File: src/rtl/fetch_unit_pkg.sv
// Shared definitions for the instruction fetch stage: default widths,
// the canonical NOP encoding, the default reset PC and the fetch FSM states.
package fetch_unit_pkg;

    localparam int          PC_WIDTH_DEF   = 32;
    localparam int          INST_WIDTH_DEF = 32;
    localparam logic [31:0] INST_NOP       = 32'h0000_0013;
    localparam logic [31:0] FETCH_RESET_PC = 32'h0000_0000;

    // BOOT lasts exactly one cycle after reset release, then RUN forever.
    typedef enum logic {
        ST_BOOT = 1'b0,
        ST_RUN  = 1'b1
    } fetch_state_e;

endpackage

File: src/rtl/fetch_unit_fifo.sv
// fetch_fifo: small synchronous FIFO with flush, used both as the
// instruction buffer and as the PC tag queue. DEPTH must be a power of two.
// The head entry is visible combinationally on rdata.
module fetch_fifo
    import fetch_unit_pkg::*;
#(
    parameter int WIDTH = 32,
    parameter int DEPTH = 2,
    localparam int AW  = (DEPTH > 1) ? $clog2(DEPTH) : 1,
    localparam int CW  = $clog2(DEPTH + 1)
) (
    input  logic             clk,
    input  logic             rst,
    input  logic             flush,
    input  logic             push,
    input  logic [WIDTH-1:0] wdata,
    input  logic             pop,
    output logic [WIDTH-1:0] rdata,
    output logic             full,
    output logic             empty,
    output logic [CW-1:0]    count
);

    logic [WIDTH-1:0] mem_q [DEPTH];
    logic [AW-1:0]    wr_ptr_q, wr_ptr_d;
    logic [AW-1:0]    rd_ptr_q, rd_ptr_d;
    logic [CW-1:0]    count_q, count_d;
    logic             push_en, pop_en;

    assign full    = (count_q == CW'(DEPTH));
    assign empty   = (count_q == '0);
    assign count   = count_q;
    assign rdata   = mem_q[rd_ptr_q];
    assign push_en = push && !full && !flush;
    assign pop_en  = pop && !empty && !flush;

    // Pointer and occupancy update; flush empties the queue outright.
    always_comb begin
        wr_ptr_d = wr_ptr_q;
        rd_ptr_d = rd_ptr_q;
        count_d  = count_q;
        if (flush) begin
            wr_ptr_d = '0;
            rd_ptr_d = '0;
            count_d  = '0;
        end else begin
            if (push_en) wr_ptr_d = wr_ptr_q + 1'b1;
            if (pop_en)  rd_ptr_d = rd_ptr_q + 1'b1;
            case ({push_en, pop_en})
                2'b10:   count_d = count_q + 1'b1;
                2'b01:   count_d = count_q - 1'b1;
                default: count_d = count_q;
            endcase
        end
    end

    // Control registers.
    always_ff @(posedge clk or negedge rst) begin
        if (!rst) begin
            wr_ptr_q <= '0;
            rd_ptr_q <= '0;
            count_q  <= '0;
        end else begin
            wr_ptr_q <= wr_ptr_d;
            rd_ptr_q <= rd_ptr_d;
            count_q  <= count_d;
        end
    end

    // Storage write; contents need no reset because occupancy gates reads.
    always_ff @(posedge clk) begin
        if (push_en) mem_q[wr_ptr_q] <= wdata;
    end

    // Upstream credit accounting must never push into a full queue.
    a_no_overflow: assert property (@(posedge clk) disable iff (!rst)
        !(push && full && !flush));

endmodule

File: src/rtl/fetch_unit.sv
// fetch_unit: instruction fetch stage. Owns the PC, issues word reads on the
// instruction-read bus, buffers responses with their PCs and hands them to
// the decoder. Redirects flush the buffer and drop stale in-flight responses.
// Optional feature macro: FETCH_ALIGN_CHECK_EN (misaligned redirect halts
// fetch and raises the sticky fetch_misaligned output).
module fetch_unit
    import fetch_unit_pkg::*;
#(
    parameter int                  PC_WIDTH   = PC_WIDTH_DEF,
    parameter int                  INST_WIDTH = INST_WIDTH_DEF,
    parameter int                  FIFO_DEPTH = 2,
    parameter logic [PC_WIDTH-1:0] RESET_PC   = PC_WIDTH'(FETCH_RESET_PC)
) (
    input  logic                  clk,
    input  logic                  rst,
    output logic                  ir_addr_valid,
    input  logic                  ir_addr_ready,
    output logic [PC_WIDTH-1:0]   ir_addr,
    input  logic                  ir_data_valid,
    output logic                  ir_data_ready,
    input  logic [INST_WIDTH-1:0] ir_data,
    output logic                  inst_valid,
    input  logic                  inst_ready,
    output logic [INST_WIDTH-1:0] inst,
    output logic [PC_WIDTH-1:0]   inst_pc,
    input  logic                  redirect_valid,
    input  logic [PC_WIDTH-1:0]   redirect_pc
`ifdef FETCH_ALIGN_CHECK_EN
    ,
    output logic                  fetch_misaligned
`endif
);

    localparam int CW = $clog2(FIFO_DEPTH + 1);
    localparam int BW = INST_WIDTH + PC_WIDTH;

    fetch_state_e        state_q, state_d;
    logic [PC_WIDTH-1:0] pc_q, pc_d;
    logic [CW-1:0]       out_q, out_d;
    logic [CW-1:0]       drop_q, drop_d;

    logic                addr_hs, data_hs, keep_rsp, drop_active;
    logic                credit_ok, fetch_halt;
    logic [CW:0]         inflight;

    logic [BW-1:0]       ibuf_rdata;
    logic                ibuf_empty;
    logic [CW-1:0]       ibuf_count;
    logic [PC_WIDTH-1:0] tag_rdata;

    logic                unused_ibuf_full, unused_tag_full, unused_tag_empty;
    logic [CW-1:0]       unused_tag_count;

    assign addr_hs     = ir_addr_valid && ir_addr_ready;
    assign data_hs     = ir_data_valid && ir_data_ready;
    assign drop_active = (drop_q != '0);
    // A response in a redirect cycle is stale too, so it is never buffered.
    assign keep_rsp    = data_hs && !drop_active && !redirect_valid;

    // Requests in flight plus buffered entries may never exceed the buffer.
    assign inflight    = {1'b0, out_q} + {1'b0, ibuf_count};
    assign credit_ok   = (inflight < (CW + 1)'(FIFO_DEPTH));

    assign ir_addr       = pc_q;
    assign ir_data_ready = rst;
    assign inst_valid    = !ibuf_empty;
    assign inst          = ibuf_rdata[PC_WIDTH +: INST_WIDTH];
    assign inst_pc       = ibuf_rdata[PC_WIDTH-1:0];

`ifdef FETCH_ALIGN_CHECK_EN
    logic misaligned_q;

    // Sticky misalignment flag; once set, fetch stays halted until reset.
    always_ff @(posedge clk or negedge rst) begin
        if (!rst) begin
            misaligned_q <= 1'b0;
        end else if (redirect_valid && (redirect_pc[1:0] != 2'b00)) begin
            misaligned_q <= 1'b1;
        end
    end

    assign fetch_misaligned = misaligned_q;
    assign fetch_halt       = misaligned_q;
`else
    logic unused_rpc_low;
    assign unused_rpc_low = ^redirect_pc[1:0];
    assign fetch_halt     = 1'b0;
`endif

    // Next-state for FSM, PC and counters, plus the address-valid output.
    always_comb begin
        state_d       = state_q;
        pc_d          = pc_q;
        out_d         = out_q;
        drop_d        = drop_q;
        ir_addr_valid = 1'b0;

        case (state_q)
            ST_BOOT: state_d = ST_RUN;
            ST_RUN:  begin
                state_d       = ST_RUN;
                ir_addr_valid = credit_ok && !fetch_halt;
            end
            default: state_d = ST_BOOT;
        endcase

        if (addr_hs) pc_d = pc_q + PC_WIDTH'(4);

        if (addr_hs && !data_hs)      out_d = out_q + 1'b1;
        else if (!addr_hs && data_hs) out_d = out_q - 1'b1;

        // Redirect target beats pc+4; everything still in flight afterwards
        // belongs to the old stream and must be dropped on return.
        if (redirect_valid) begin
            pc_d   = {redirect_pc[PC_WIDTH-1:2], 2'b00};
            drop_d = out_d;
        end else if (data_hs && drop_active) begin
            drop_d = drop_q - 1'b1;
        end
    end

    // State, PC and counter registers.
    always_ff @(posedge clk or negedge rst) begin
        if (!rst) begin
            state_q <= ST_BOOT;
            pc_q    <= RESET_PC;
            out_q   <= '0;
            drop_q  <= '0;
        end else begin
            state_q <= state_d;
            pc_q    <= pc_d;
            out_q   <= out_d;
            drop_q  <= drop_d;
        end
    end

    // Instruction buffer: {instruction, pc} toward the decoder.
    fetch_fifo #(
        .WIDTH (BW),
        .DEPTH (FIFO_DEPTH)
    ) u_ibuf (
        .clk   (clk),
        .rst   (rst),
        .flush (redirect_valid),
        .push  (keep_rsp),
        .wdata ({ir_data, tag_rdata}),
        .pop   (inst_valid && inst_ready),
        .rdata (ibuf_rdata),
        .full  (unused_ibuf_full),
        .empty (ibuf_empty),
        .count (ibuf_count)
    );

    // PC tag queue: address of each live request, in issue order.
    fetch_fifo #(
        .WIDTH (PC_WIDTH),
        .DEPTH (FIFO_DEPTH)
    ) u_tagq (
        .clk   (clk),
        .rst   (rst),
        .flush (redirect_valid),
        .push  (addr_hs && !redirect_valid),
        .wdata (pc_q),
        .pop   (keep_rsp),
        .rdata (tag_rdata),
        .full  (unused_tag_full),
        .empty (unused_tag_empty),
        .count (unused_tag_count)
    );

endmodule

File: config.mk
export PLATFORM = sky130hd
export DESIGN_NAME = fetch_unit
export DESIGN_NICKNAME = d
export VERILOG_FILES = /design/src/rtl/fetch_unit_pkg.sv /design/src/rtl/fetch_unit_fifo.sv /design/src/rtl/fetch_unit.sv
export SDC_FILE = /design/constraint.sdc
export NUM_CORES = 1
export LEC_CHECK = 0
export ABC_CLOCK_PERIOD_IN_PS = 7900
export BUFFER_PORTS_ARGS = -buffer_cell sky130_fd_sc_hd__buf_4
export CORE_ASPECT_RATIO = 1.1
export CORE_MARGIN = 2
export CORE_UTILIZATION = 50
export CTS_BUF_LIST = sky130_fd_sc_hd__clkbuf_4 sky130_fd_sc_hd__clkbuf_8 sky130_fd_sc_hd__clkbuf_16
export CTS_CLUSTER_SIZE = 20
export DETAILED_ROUTE_END_ITERATION = 6
export PLACE_DENSITY_LB_ADDON = 0.12
export REMOVE_ABC_BUFFERS = 1
export SLEW_MARGIN = 20
export SYNTH_ARGS = -nofsm -noshare
export SYNTH_HDL_FRONTEND = slang
export SYNTH_SLANG_ARGS = --single-unit
File: constraint.sdc
create_clock -name clk -period 7.9 [get_ports clk]
set_input_delay 1.185 -clock clk [delete_from_list [all_inputs] [get_ports clk]]
set_output_delay 1.185 -clock clk [all_outputs]
set_load 0.05 [all_outputs]
==> metrics.md <==
| Metric | Value |
|---|---|
| Hold depth | 0 |
| Ys flop type | edfxtp_1 |
| Setup bufs post-CTS | 0 |
| R2r startpoint | u_ibuf.count[0]$_DFFE_PN0P_ |
| Via count | 5096 |
| Global-route wire length before repair | 27.9 mm |
| Slew of the pin with the lowest slew margin | 765 ps |
| Share of layout cells above drive strength 1 | 43.5% |
| Placed insts | 948 |
| Cts hold-fix bufs | 0 |
| Register area share after synthesis | 71.9% |
| Rows | 51 |
| HP Class | flop to flop |
| Most common cell after layout, fill and taps aside | edfxtp_1 |
| DRT iter0 DRCs | 263 |
| Non-filler instance count after layout | 989 |
| CP top delay family | buffers and inverters |
| Seq pwr share | 47.1% |
| RSZ-0062 raised after global routing | no |
| Worst Path Class, Setup | flop to output port |
| Leakage | 4.21 nW |
| Initial Utilization | 51.4% |
| Hold Path End | u_tagq.mem_q[1][31]$_DFFE_PP_ |
| Fmax | 0.275 GHz |
| Clock latency on the worst-skew pair | 490 ps |
| Worst path buffer plus inverter count | 2 |
| Detailed placer's ending HPWL | 11.4 mm |
| GPL Wtd Cong | 0.800 |
| GRT Residual Overflow | 0 |
| Initial antenna violation count | 0 |
| Max-Slew Margin vs Limit | 48.9% |
| Final Skew | 13.0 ps |
| Internal power | 2.25 mW |
| Post-CTS resize count | 0 |
| HP Start | ir_addr[31]$_DFFE_PN0N_ |
| Initial DRT Pass Iterations | 4 |
| Largest net degree at the start of global routing | 73 |
| Setup slack, reg-to-reg | 4680 ps |
| Port-buffer cells | 162 |
| Worst IR drop on VDD | 0.166 mV |
| Compound-cell area share of the yosys netlist | 2.67% |
| Post-synth EDFFs | 184 |
| Comb power frac | 16.4% |
| H-tree Lvls | 1 |
| Adder-Cell Fraction of Synth Area | 0.491% |
| Setup TNS | 0 ps |
| Switching power | 796 uW |
| Status | completed |
| Fillcell total | 1356 |
| Post-Syn Area | 9180 sq um |
| Vias in the first global route | 5263 |
| Post-Synth Simple-Gate Area | 7.58% |
| #FFs+latches synth | 227 |
| CTS tree | built |
| Die footprint | 19500 sq um |
| PwrDens | 265 nW/um^2 |
| Drc violations | 0 |
| Die Y | 146 um |
| Hold Vio Cnt, Final | 0 |
| Hold slack final | 555 ps |
| Post-synthesis xor/xnor area fraction | 3.24% |
| Crit path DAT | 2460 ps |
| Clk pwr share | 36.5% |
| Slowest-stage cell, CP | dfrtp_2 |
| Largest family of logic cells by synthesized area | multiplexers |
| Min cycle time layout | 3640 ps |
| Clk Tree Root Cell | clkbuf_16 |
| CP Capture Type | output port |
| Crit-path most repeated cell | buf_4 |
| Pre-CTS setup slack | 4220 ps |
| Yosys cell types | 48 |
| Final setup fails | 0 |
| Mean post-synth cell area | 16.2 sq um |
| R2R Path End | u_tagq.mem_q[1][22]$_DFFE_PP_ |
| Sw Share | 26.2% |
| Clock-pin slew on the worst setup and hold paths | 60 ps |
| Seq. cell area | 6600 sq um |
| Sink Count | 227 |
| Post-DR wirelength/cell | 17.9 um |
| CTS max path bufs | 3 |
| R2R cell count | 6 |
| Final Cycle Share | 46.1% |
| Post-Synthesis Cells | 565 |
| N_diodes | 0 |
| Area of the multi-input gates | 2450 sq um |
| Mux contribution to synthesized area | 12.1% |
| CP max FO | 43 |
| Post-synth ARST share | 18.9% |
| Nets | 808 |
| Post-route ant nets | 0 |
| Max Slew Vio Count | 0 |
| Launching element type of the critical path | flop |
| Setup WS post-layout | 4260 ps |
| CTS Buf Count | 23 |
| Max Cap Viol | 0 |
| Die Wd | 133 um |
| Worst path max stage delay | 720 ps |
| Core Box Area | 17900 sq um |
| Synthesis Warnings | 0 |
| Most frequent cells in the layout | edfxtp_1 (184), buf_4 (171), mux2_2 (96), dfrtp_1 (42), nand2_1 (39) |
| CP Cell Sequence | buf_4 > mux2_2 > buf_4 |
| Final wirelength | 17.7 mm |
| WP data required | 6710 ps |
| Avg Vias per Cell | 5.15 |
| Area Growth Syn to Fin | 25.0% |
| Ports | 169 |
| GRT Total Usage | 18.3% |
-- how the worst max path moves through the flow --
| stage | from | endpoint | slack [ps] | cells after the start |
|---|---|---|---|---|
| 6_report | u_ibuf.rd_ptr_q$_DFFE_PN0P_ | inst[20] | 4260 | 3 |
| 3_5_place_dp | rst | u_ibuf.mem_q[1][46]$_DFFE_PP_ | 4220 | 5 |
| 2_1_floorplan | ir_data_valid | u_ibuf.mem_q[1][10]$_DFFE_PP_ | 1140 | 3 |
| 4_1_cts | u_ibuf.rd_ptr_q$_DFFE_PN0P_ | inst_pc[4] | 4190 | 3 |
| 5_1_grt | u_ibuf.rd_ptr_q$_DFFE_PN0P_ | inst_pc[4] | 4120 | 3 |
| 3_3_place_gp | rst | u_ibuf.mem_q[1][44]$_DFFE_PP_ | 4270 | 5 |
-- logic make-up after synthesis --
group | after synthesis
adder cells (fa/ha/maj) | 3
flip-flops | 227
AO/OA/AOI/OAI | 46
multiplexers | 99
XOR/XNOR | 34
buffers and inverters | 39
AND/OR/NAND/NOR | 115
other | 2
-- flip-flops by register name (all words and copies together), names as in the netlist, 2 cells and up --
name	count
u_ibuf.mem_q	124
u_tagq.mem_q	60
ir_addr	30
drop_q	2
out_q	2
u_ibuf.count	2
u_tagq.count	2
-- area by class of cell --
cell class	count	area share, %
clock buffer	28	5.45
multi-input combinational	302	21.4
inverter	10	0.327
sequential	227	57.6
timing repair buffer	171	11.2
clock inverter	13	1.47
tap	238	2.60
-- per-stage QoR --
| stage | total power [mW] | area, sq um | util (%) |
|---|---|---|---|
| 2_1_floorplan | 1.78 | 9050 | - |
| 3_3_place_gp | 1.95 | 10700 | 59.7 |
| 3_5_place_dp | 1.96 | 10700 | 59.8 |
| 4_1_cts | 3.07 | 11500 | 64.2 |
| 5_1_grt | 3.16 | 11500 | 64.2 |
| 6_report | 3.04 | 11500 | 64.2 |
-- routing by layer --
| layer | up-vias | routed length, um | GRT usage, % |
|---|---|---|---|
| met5 | - | 0 | 0 |
| met4 | 0 | 260 | 4.57 |
| met3 | 19 | 819 | 2.78 |
| met2 | 135 | 8950 | 32.4 |
| met1 | 2514 | 7650 | 23.7 |
| li1 | 2428 | - | - |
-- cell usage after synthesis (all sizes together) (3+ instances only) --
| cell type | number | area, sq um |
|---|---|---|
| mux2i | 3 | 30.0 |
| and3 | 5 | 31.3 |
| nor2 | 15 | 56.3 |
| o21ai | 35 | 175 |
| buf | 13 | 77.6 |
| mux2 | 96 | 1080 |
| clkbuf | 16 | 61.3 |
| nand3 | 14 | 100 |
| dfrtp | 43 | 1080 |
| nor3 | 12 | 85.1 |
| nor3b | 4 | 30.0 |
| a21oi | 4 | 20.0 |
| inv | 10 | 37.5 |
| xor2 | 13 | 114 |
| edfxtp | 184 | 5530 |
| nand4 | 10 | 83.8 |
| nor4 | 4 | 70.1 |
| and2 | 3 | 18.8 |
| xnor2 | 21 | 184 |
| nand2 | 39 | 146 |
-- power by group through the flow --
stage                     Clock, mW  Sequential [mW]  Combinational [mW]
after floorplan                   0             1.50               0.279
after global placement            0             1.45               0.494
after detailed placement          0             1.46               0.504
after CTS                      1.13             1.43               0.506
after global routing           1.19             1.44               0.532
final                          1.11             1.43               0.499
Note: power is estimated with default switching activity, not from simulation.
